File: src/rtl/mem_req_arbiter.sv
// Round-robin arbiter in front of the memory controller. Four sources
// (I-cache read, D-cache read, D-cache writeback, vector rd/wr) share one
// registered valid/ready request slot. Per-source busy flags allow one read
// in flight per source, and a timer per read source flags lost responses.
module mem_req_arbiter #(
  parameter int ADDR_W         = 32,
  parameter int DC_BLOCK_DW    = 256,
  parameter int TIMEOUT_CYCLES = 1024
) (
  input  logic                   clk,
  input  logic                   rst_n,
  input  logic                   ic_req_i,
  input  logic [ADDR_W-1:0]      ic_addr_i,
  output logic                   ic_ack_o,
  input  logic                   dc_rd_req_i,
  input  logic [ADDR_W-1:0]      dc_rd_addr_i,
  output logic                   dc_rd_ack_o,
  input  logic                   dc_wr_req_i,
  input  logic [ADDR_W-1:0]      dc_wr_addr_i,
  input  logic [DC_BLOCK_DW-1:0] dc_wr_data_i,
  output logic                   dc_wr_ack_o,
  input  logic                   vec_req_i,
  input  logic                   vec_we_i,
  input  logic [ADDR_W-1:0]      vec_addr_i,
  input  logic [31:0]            vec_data_i,
  output logic                   vec_ack_o,
  input  logic                   mem_ready_i,
  output logic                   mem_ic_rd_o,
  output logic                   mem_dc_rd_o,
  output logic                   mem_dc_wr_o,
  output logic                   mem_vec_rd_o,
  output logic                   mem_vec_wr_o,
  output logic [ADDR_W-1:0]      mem_addr_o,
  output logic [DC_BLOCK_DW-1:0] mem_data_o,
  input  logic                   mem_ic_rvalid_i,
  input  logic                   mem_dc_rvalid_i,
  input  logic                   mem_vec_rvalid_i,
  output logic                   ic_busy_o,
  output logic                   dc_busy_o,
  output logic                   vec_busy_o,
  output logic                   err_timeout_o
);

  localparam int CNT_W = $clog2(TIMEOUT_CYCLES + 1);
  localparam logic [CNT_W-1:0] CNT_MAX = CNT_W'(TIMEOUT_CYCLES);

  logic [1:0]             ptr_q, ptr_d;
  logic                   ic_rd_q, ic_rd_d, dc_rd_q, dc_rd_d, dc_wr_q, dc_wr_d;
  logic                   vec_rd_q, vec_rd_d, vec_wr_q, vec_wr_d;
  logic [ADDR_W-1:0]      addr_q, addr_d;
  logic [DC_BLOCK_DW-1:0] data_q, data_d;
  logic                   ic_busy_q, ic_busy_d, dc_busy_q, dc_busy_d;
  logic                   vec_busy_q, vec_busy_d;
  logic [CNT_W-1:0]       ic_cnt_q, ic_cnt_d, dc_cnt_q, dc_cnt_d;
  logic [CNT_W-1:0]       vec_cnt_q, vec_cnt_d;
  logic                   err_q, err_d;

  logic [3:0] elig;
  logic       held, can_load, grant_vld, load;
  logic [1:0] win, cand;

  function automatic logic [CNT_W-1:0] tick(input logic busy, input logic [CNT_W-1:0] cnt);
    if (!busy)               return '0;
    else if (cnt == CNT_MAX) return cnt;
    else                     return cnt + 1'b1;
  endfunction

  // Eligibility and rotating priority search starting at the pointer. A read
  // still waiting in the output slot blocks its own source so a second read
  // cannot be granted before the first one is marked busy.
  always_comb begin
    held     = ic_rd_q | dc_rd_q | dc_wr_q | vec_rd_q | vec_wr_q;
    can_load = ~held | mem_ready_i;
    elig[0]  = ic_req_i & ~ic_busy_q & ~ic_rd_q;
    elig[1]  = dc_rd_req_i & ~dc_busy_q & ~dc_rd_q;
    elig[2]  = dc_wr_req_i;
    elig[3]  = vec_req_i & (vec_we_i | (~vec_busy_q & ~vec_rd_q));
    grant_vld = 1'b0;
    win       = 2'd0;
    cand      = 2'd0;
    for (int i = 0; i < 4; i++) begin
      cand = ptr_q + 2'(i);
      if (!grant_vld && elig[cand]) begin
        grant_vld = 1'b1;
        win       = cand;
      end
    end
    load        = can_load & grant_vld;
    ic_ack_o    = load & (win == 2'd0);
    dc_rd_ack_o = load & (win == 2'd1);
    dc_wr_ack_o = load & (win == 2'd2);
    vec_ack_o   = load & (win == 2'd3);
  end

  // Next state of the output slot, pointer, busy flags and timeout timers.
  always_comb begin
    ic_rd_d  = ic_rd_q;
    dc_rd_d  = dc_rd_q;
    dc_wr_d  = dc_wr_q;
    vec_rd_d = vec_rd_q;
    vec_wr_d = vec_wr_q;
    addr_d   = addr_q;
    data_d   = data_q;
    ptr_d    = ptr_q;
    if (can_load) begin
      ic_rd_d  = 1'b0;
      dc_rd_d  = 1'b0;
      dc_wr_d  = 1'b0;
      vec_rd_d = 1'b0;
      vec_wr_d = 1'b0;
      if (grant_vld) begin
        ptr_d  = win + 2'd1;
        data_d = '0;
        case (win)
          2'd0: begin ic_rd_d = 1'b1; addr_d = ic_addr_i; end
          2'd1: begin dc_rd_d = 1'b1; addr_d = dc_rd_addr_i; end
          2'd2: begin dc_wr_d = 1'b1; addr_d = dc_wr_addr_i; data_d = dc_wr_data_i; end
          default: begin
            addr_d = vec_addr_i;
            if (vec_we_i) begin
              vec_wr_d     = 1'b1;
              data_d[31:0] = vec_data_i;
            end else begin
              vec_rd_d = 1'b1;
            end
          end
        endcase
      end
    end
    // set (handshake) takes priority over clear (rvalid)
    ic_busy_d  = (ic_rd_q & mem_ready_i) | (ic_busy_q & ~mem_ic_rvalid_i);
    dc_busy_d  = (dc_rd_q & mem_ready_i) | (dc_busy_q & ~mem_dc_rvalid_i);
    vec_busy_d = (vec_rd_q & mem_ready_i) | (vec_busy_q & ~mem_vec_rvalid_i);
    ic_cnt_d   = tick(ic_busy_q, ic_cnt_q);
    dc_cnt_d   = tick(dc_busy_q, dc_cnt_q);
    vec_cnt_d  = tick(vec_busy_q, vec_cnt_q);
    err_d      = err_q | (ic_cnt_d == CNT_MAX) | (dc_cnt_d == CNT_MAX) | (vec_cnt_d == CNT_MAX);
  end

  // State registers, cleared asynchronously.
  always_ff @(posedge clk or negedge rst_n) begin
    if (!rst_n) begin
      ptr_q      <= 2'd0;
      ic_rd_q    <= 1'b0;
      dc_rd_q    <= 1'b0;
      dc_wr_q    <= 1'b0;
      vec_rd_q   <= 1'b0;
      vec_wr_q   <= 1'b0;
      addr_q     <= '0;
      data_q     <= '0;
      ic_busy_q  <= 1'b0;
      dc_busy_q  <= 1'b0;
      vec_busy_q <= 1'b0;
      ic_cnt_q   <= '0;
      dc_cnt_q   <= '0;
      vec_cnt_q  <= '0;
      err_q      <= 1'b0;
    end else begin
      ptr_q      <= ptr_d;
      ic_rd_q    <= ic_rd_d;
      dc_rd_q    <= dc_rd_d;
      dc_wr_q    <= dc_wr_d;
      vec_rd_q   <= vec_rd_d;
      vec_wr_q   <= vec_wr_d;
      addr_q     <= addr_d;
      data_q     <= data_d;
      ic_busy_q  <= ic_busy_d;
      dc_busy_q  <= dc_busy_d;
      vec_busy_q <= vec_busy_d;
      ic_cnt_q   <= ic_cnt_d;
      dc_cnt_q   <= dc_cnt_d;
      vec_cnt_q  <= vec_cnt_d;
      err_q      <= err_d;
    end
  end

  assign mem_ic_rd_o   = ic_rd_q;
  assign mem_dc_rd_o   = dc_rd_q;
  assign mem_dc_wr_o   = dc_wr_q;
  assign mem_vec_rd_o  = vec_rd_q;
  assign mem_vec_wr_o  = vec_wr_q;
  assign mem_addr_o    = addr_q;
  assign mem_data_o    = data_q;
  assign ic_busy_o     = ic_busy_q;
  assign dc_busy_o     = dc_busy_q;
  assign vec_busy_o    = vec_busy_q;
  assign err_timeout_o = err_q;

endmodule

File: config.mk
export PLATFORM = sky130hd
export DESIGN_NAME = mem_req_arbiter
export DESIGN_NICKNAME = d
export VERILOG_FILES = /design/src/rtl/mem_req_arbiter.sv
export SDC_FILE = /design/constraint.sdc
export NUM_CORES = 1
export LEC_CHECK = 0
export CORE_AREA = 5 5 278 280
export CTS_BUF_LIST = sky130_fd_sc_hd__clkbuf_16
export DETAILED_ROUTE_END_ITERATION = 7
export DIE_AREA = 0 0 283 285
export DONT_BUFFER_PORTS = 1
export PLACE_DENSITY = 0.4
export SKIP_LAST_GASP = 1
export SLEW_MARGIN = 30
export SYNTH_ARGS = -nofsm -noshare
export SYNTH_HDL_FRONTEND = slang
export SYNTH_SLANG_ARGS = --single-unit
File: constraint.sdc
create_clock -name clk -period 7.5 [get_ports clk]
set_clock_uncertainty 0.05 [all_clocks]
set_input_delay 1.125 -clock clk [delete_from_list [all_inputs] [get_ports clk]]
set_output_delay 1.125 -clock clk [all_outputs]
set_load 0.005 [all_outputs]
==> summary.txt <==
Setup path
  • CP cell instances: nor3b_1 -> a21oi_1 -> o21ai_0 -> nand2_1 -> o21a_1 -> inv_1 -> ha_2 -> and3_1
  • Required @ worst endpoint: 6.32 ns
  • Reg2reg setup slack: 3.93 ns
  • Reg2Reg Depth: 10
  • Slowest CP cell: ha_2
  • R2R Path End: mem_addr_o[20]
  • Crit path DAT: 3.19 ns
  • Crit path kind: reg2out
  • Crit Path Max Fanout: 33
  • Setup crit end kind: primary output
  • Worst R2R Start: dc_busy_o
  • CP max stage delay: 0.60 ns
  • Startpoint types: register

Clock tree
  • Max H-tree Level: 2
  • Root buffer selected by CTS: clkbuf_16
  • CTS max path bufs: 3
  • CTS Sinks: 332
  • Clock Latency Late Sink: 0.54 ns
  • Post-CTS sizing: 0
  • Post-CTS setup buffers: 0
  • Hold-fix buffers, CTS: 0
  • CTS tree: yes
  • CTS Buf Count: 41
  • CTS clock-pin slew for the worst setup and hold paths: 0.06 ns

Drt
  • Wirelength, routed: 53.5 mm
  • DR WL met2: 27.2 mm
  • DR iter-0 viols: 755
  • Drt drc: 0
  • Total number of vias: 11500
  • Metal3 WL: 5.22 mm
  • DR WL/cell: 21.2 um
  • Drt first pass iters: 8
  • Routed Antenna Nets: 0
  • Highest metal used: met4
  • Drt via density: 4.57
  • WL met1: 19.0 mm

Pwr
  • PD cells: 453 mW/mm^2
  • Leak: 0.00809 uW
  • Peak VDD IR: 0.259 mV

Cells and area
  • Finished Layout Cells: 2522
  • P&R area growth vs syn: 14.0%
  • Nets: 1951
  • Ratio of cells with drive above 1 in the final layout: 0.0525

Outcome
  • Violated checks: slew limit
  • Status: complete, but fails checks

Timing
  • Min Tclk post-route: 4.36 ns
  • Peak Freq: 229 MHz
  • Slew HR: -0.00621
  • RSZ-0062 raised after global routing: no
  • Final Hold Viols: 0
  • Tcrit/Tclk final: 0.582
  • Least-Margin Pin Slew: 1.51 ns
  • Final setup viols: 0
  • Fin Setup TNS: 0 ns
  • Max-slew violation count: 33
  • Worst setup slack after layout: 3.14 ns

GRT
  • GRT Resource Usage Total: 0.125
  • Largest net degree at the start of global routing: 333
  • Grt total ovfl: 0
  • Number of global-route vias before repair: 11800
  • Initial antenna violation count: 9
  • First-pass GRT wire length: 79.4 mm

Logic synthesis
  • Mapped Avg Cell Area: 9.24 sq um
  • Post-synth EDFFs: 0
  • Ys flop type: dfrtp_1
  • Syn_nets: 2024
  • Ys async rst share: 1.00
  • Sequential-to-total area share from yosys stat: 0.567
  • Post-synth cell types: 58
  • Yosys warns: 0
  • Yosys top cell by area: dfrtp_1
  • Synth top area share: 0.567
  • Post-Synthesis Cell Area: 0.0146 sq mm
  • Mapped Cells: 1586
  • Area contributors post-synth: dfrtp_1, nand2_1, nand3_1
  • FF+latch count, synth: 332

Floorplanning
  • Ports: 728
  • Die area: 0.0807 sq mm
  • Row Count: 100
  • Die Width: 283 um
  • Chip Height: 285 um
  • Initial Util: 0.197
  • Core area: 0.0742 sq mm

Placed design
  • Post-DP HPWL: 38.4 mm
  • Port bufs: 0
  • GP Congestion: 0.818
  • Placed instance count: 2439
  • DP Worst Slack: 3.22 ns

Flow run
  • Max-cap violations: 0

Hold path
  • Hold WC Path Type: in2async
critical path, delay by kind of cell, from the launching register on:
kind                     cells  cell delay, ns
AO/OA/AOI/OAI                3            0.48
adder cells (fa/ha/maj)      1            0.60
buffers and inverters        1            0.11
flip-flops                   1            0.54
AND/OR/NAND/NOR              3            0.91
how the worst max path moves through the flow:
stage	from	endpoint	slack [ns]	cells past startpoint
after floorplan	ic_req_i	dc_rd_ack_o	3.49	10
after global placement	ic_req_i	ic_ack_o	2.79	8
after detailed placement	ic_req_i	dc_rd_ack_o	3.22	8
after CTS	ic_busy_o	ic_ack_o	3.10	8
after global routing	ic_busy_o	ic_ack_o	2.85	7
final	ic_busy_o	ic_ack_o	3.14	8
cell type report:
class                           count  area, sq um
Multi-Input combinational cell   1110         5700
Sequential cell                   332         8310
Inverter                           20         75.1
Tap cell                          969         1210
Clock inverter                     33          262
Clock buffer                       41         1030
Timing Repair Buffer                8         92.6
Fill cell                        8104        57500
Antenna cell                        9         22.5
routing by layer:
layer	track usage	vias up
li1	-	5273
met1	0.133	5592
met2	0.219	563
met3	0.0494	97
met4	0.0549	0
met5	0	-
cell usage after synthesis (6+ instances only):
cell type / instances
o21ai_0: 41
ha_1: 11
or3_1: 6
mux2i_1: 6
nand2_1: 496
a222oi_1: 32
a221o_1: 32
dfrtp_1: 332
nand3_1: 238
xor2_1: 10
clkbuf_1: 76
xnor2_1: 17
nand4_1: 7
and3_1: 40
buf_2: 18
nor2_1: 67
inv_1: 18
a21oi_1: 43
buf_4: 24
metrics by stage:
stage / util / cell area (sq um) / hold WS [ns] / total power, uW
2_1_floorplan: - / 14600 / 0.413 / 4880
3_3_place_gp: 0.207 / 15400 / 0.436 / 5660
3_5_place_dp: 0.207 / 15400 / 0.438 / 5730
4_1_cts: 0.225 / 16700 / 0.172 / 7730
5_1_grt: 0.225 / 16700 / 0.185 / 8140
6_report: 0.225 / 16700 / 0.241 / 7560
logic make-up after synthesis:
| group | count (synthesis) | share of synthesized area |
|---|---|---|
| AND/OR/NAND/NOR | 888 | 0.267 |
| flip-flops | 332 | 0.567 |
| AO/OA/AOI/OAI | 178 | 0.0900 |
| buffers and inverters | 144 | 0.0466 |
| XOR/XNOR | 27 | 0.0161 |
| adder cells (fa/ha/maj) | 11 | 0.00940 |
| multiplexers | 6 | 0.00410 |
sequential cells by signal (all words and copies together) (netlist names):
signal and cells:
dc_busy_o 1, mem_vec_rd_o 1, vec_busy_o 1, mem_dc_wr_o 1
mem_addr_o 32, mem_data_o 256, mem_vec_wr_o 1, vec_cnt_q 11
dc_cnt_q 11, mem_dc_rd_o 1, ic_busy_o 1, ptr_q 2
ic_cnt_q 11, err_timeout_o 1, mem_ic_rd_o 1
report_power, final:
part           internal, uW  switching [uW]  total [uW]
logic                   674            1520        2190
clock network          1130             799        1930
registers              2590             844        3430
layout by cell type (no fill, tap or decap), types with 6 or more instances in the layout:
cell type and instances:
a21oi_1 43, a221o_1 32, a222oi_1 32, and3_1 40
clkbuf_16 41, clkinv_1 11, clkinv_2 8, dfrtp_1 332
diode_2 9, ha_1 7, inv_1 25, mux2i_1 6
nand2_1 496, nand3_1 238, nand4_1 7, nor2_1 67
o21ai_0 41, or3_1 6, xnor2_1 17, xor2_1 10
No activity file was read; power rests on OpenSTA's default activity.
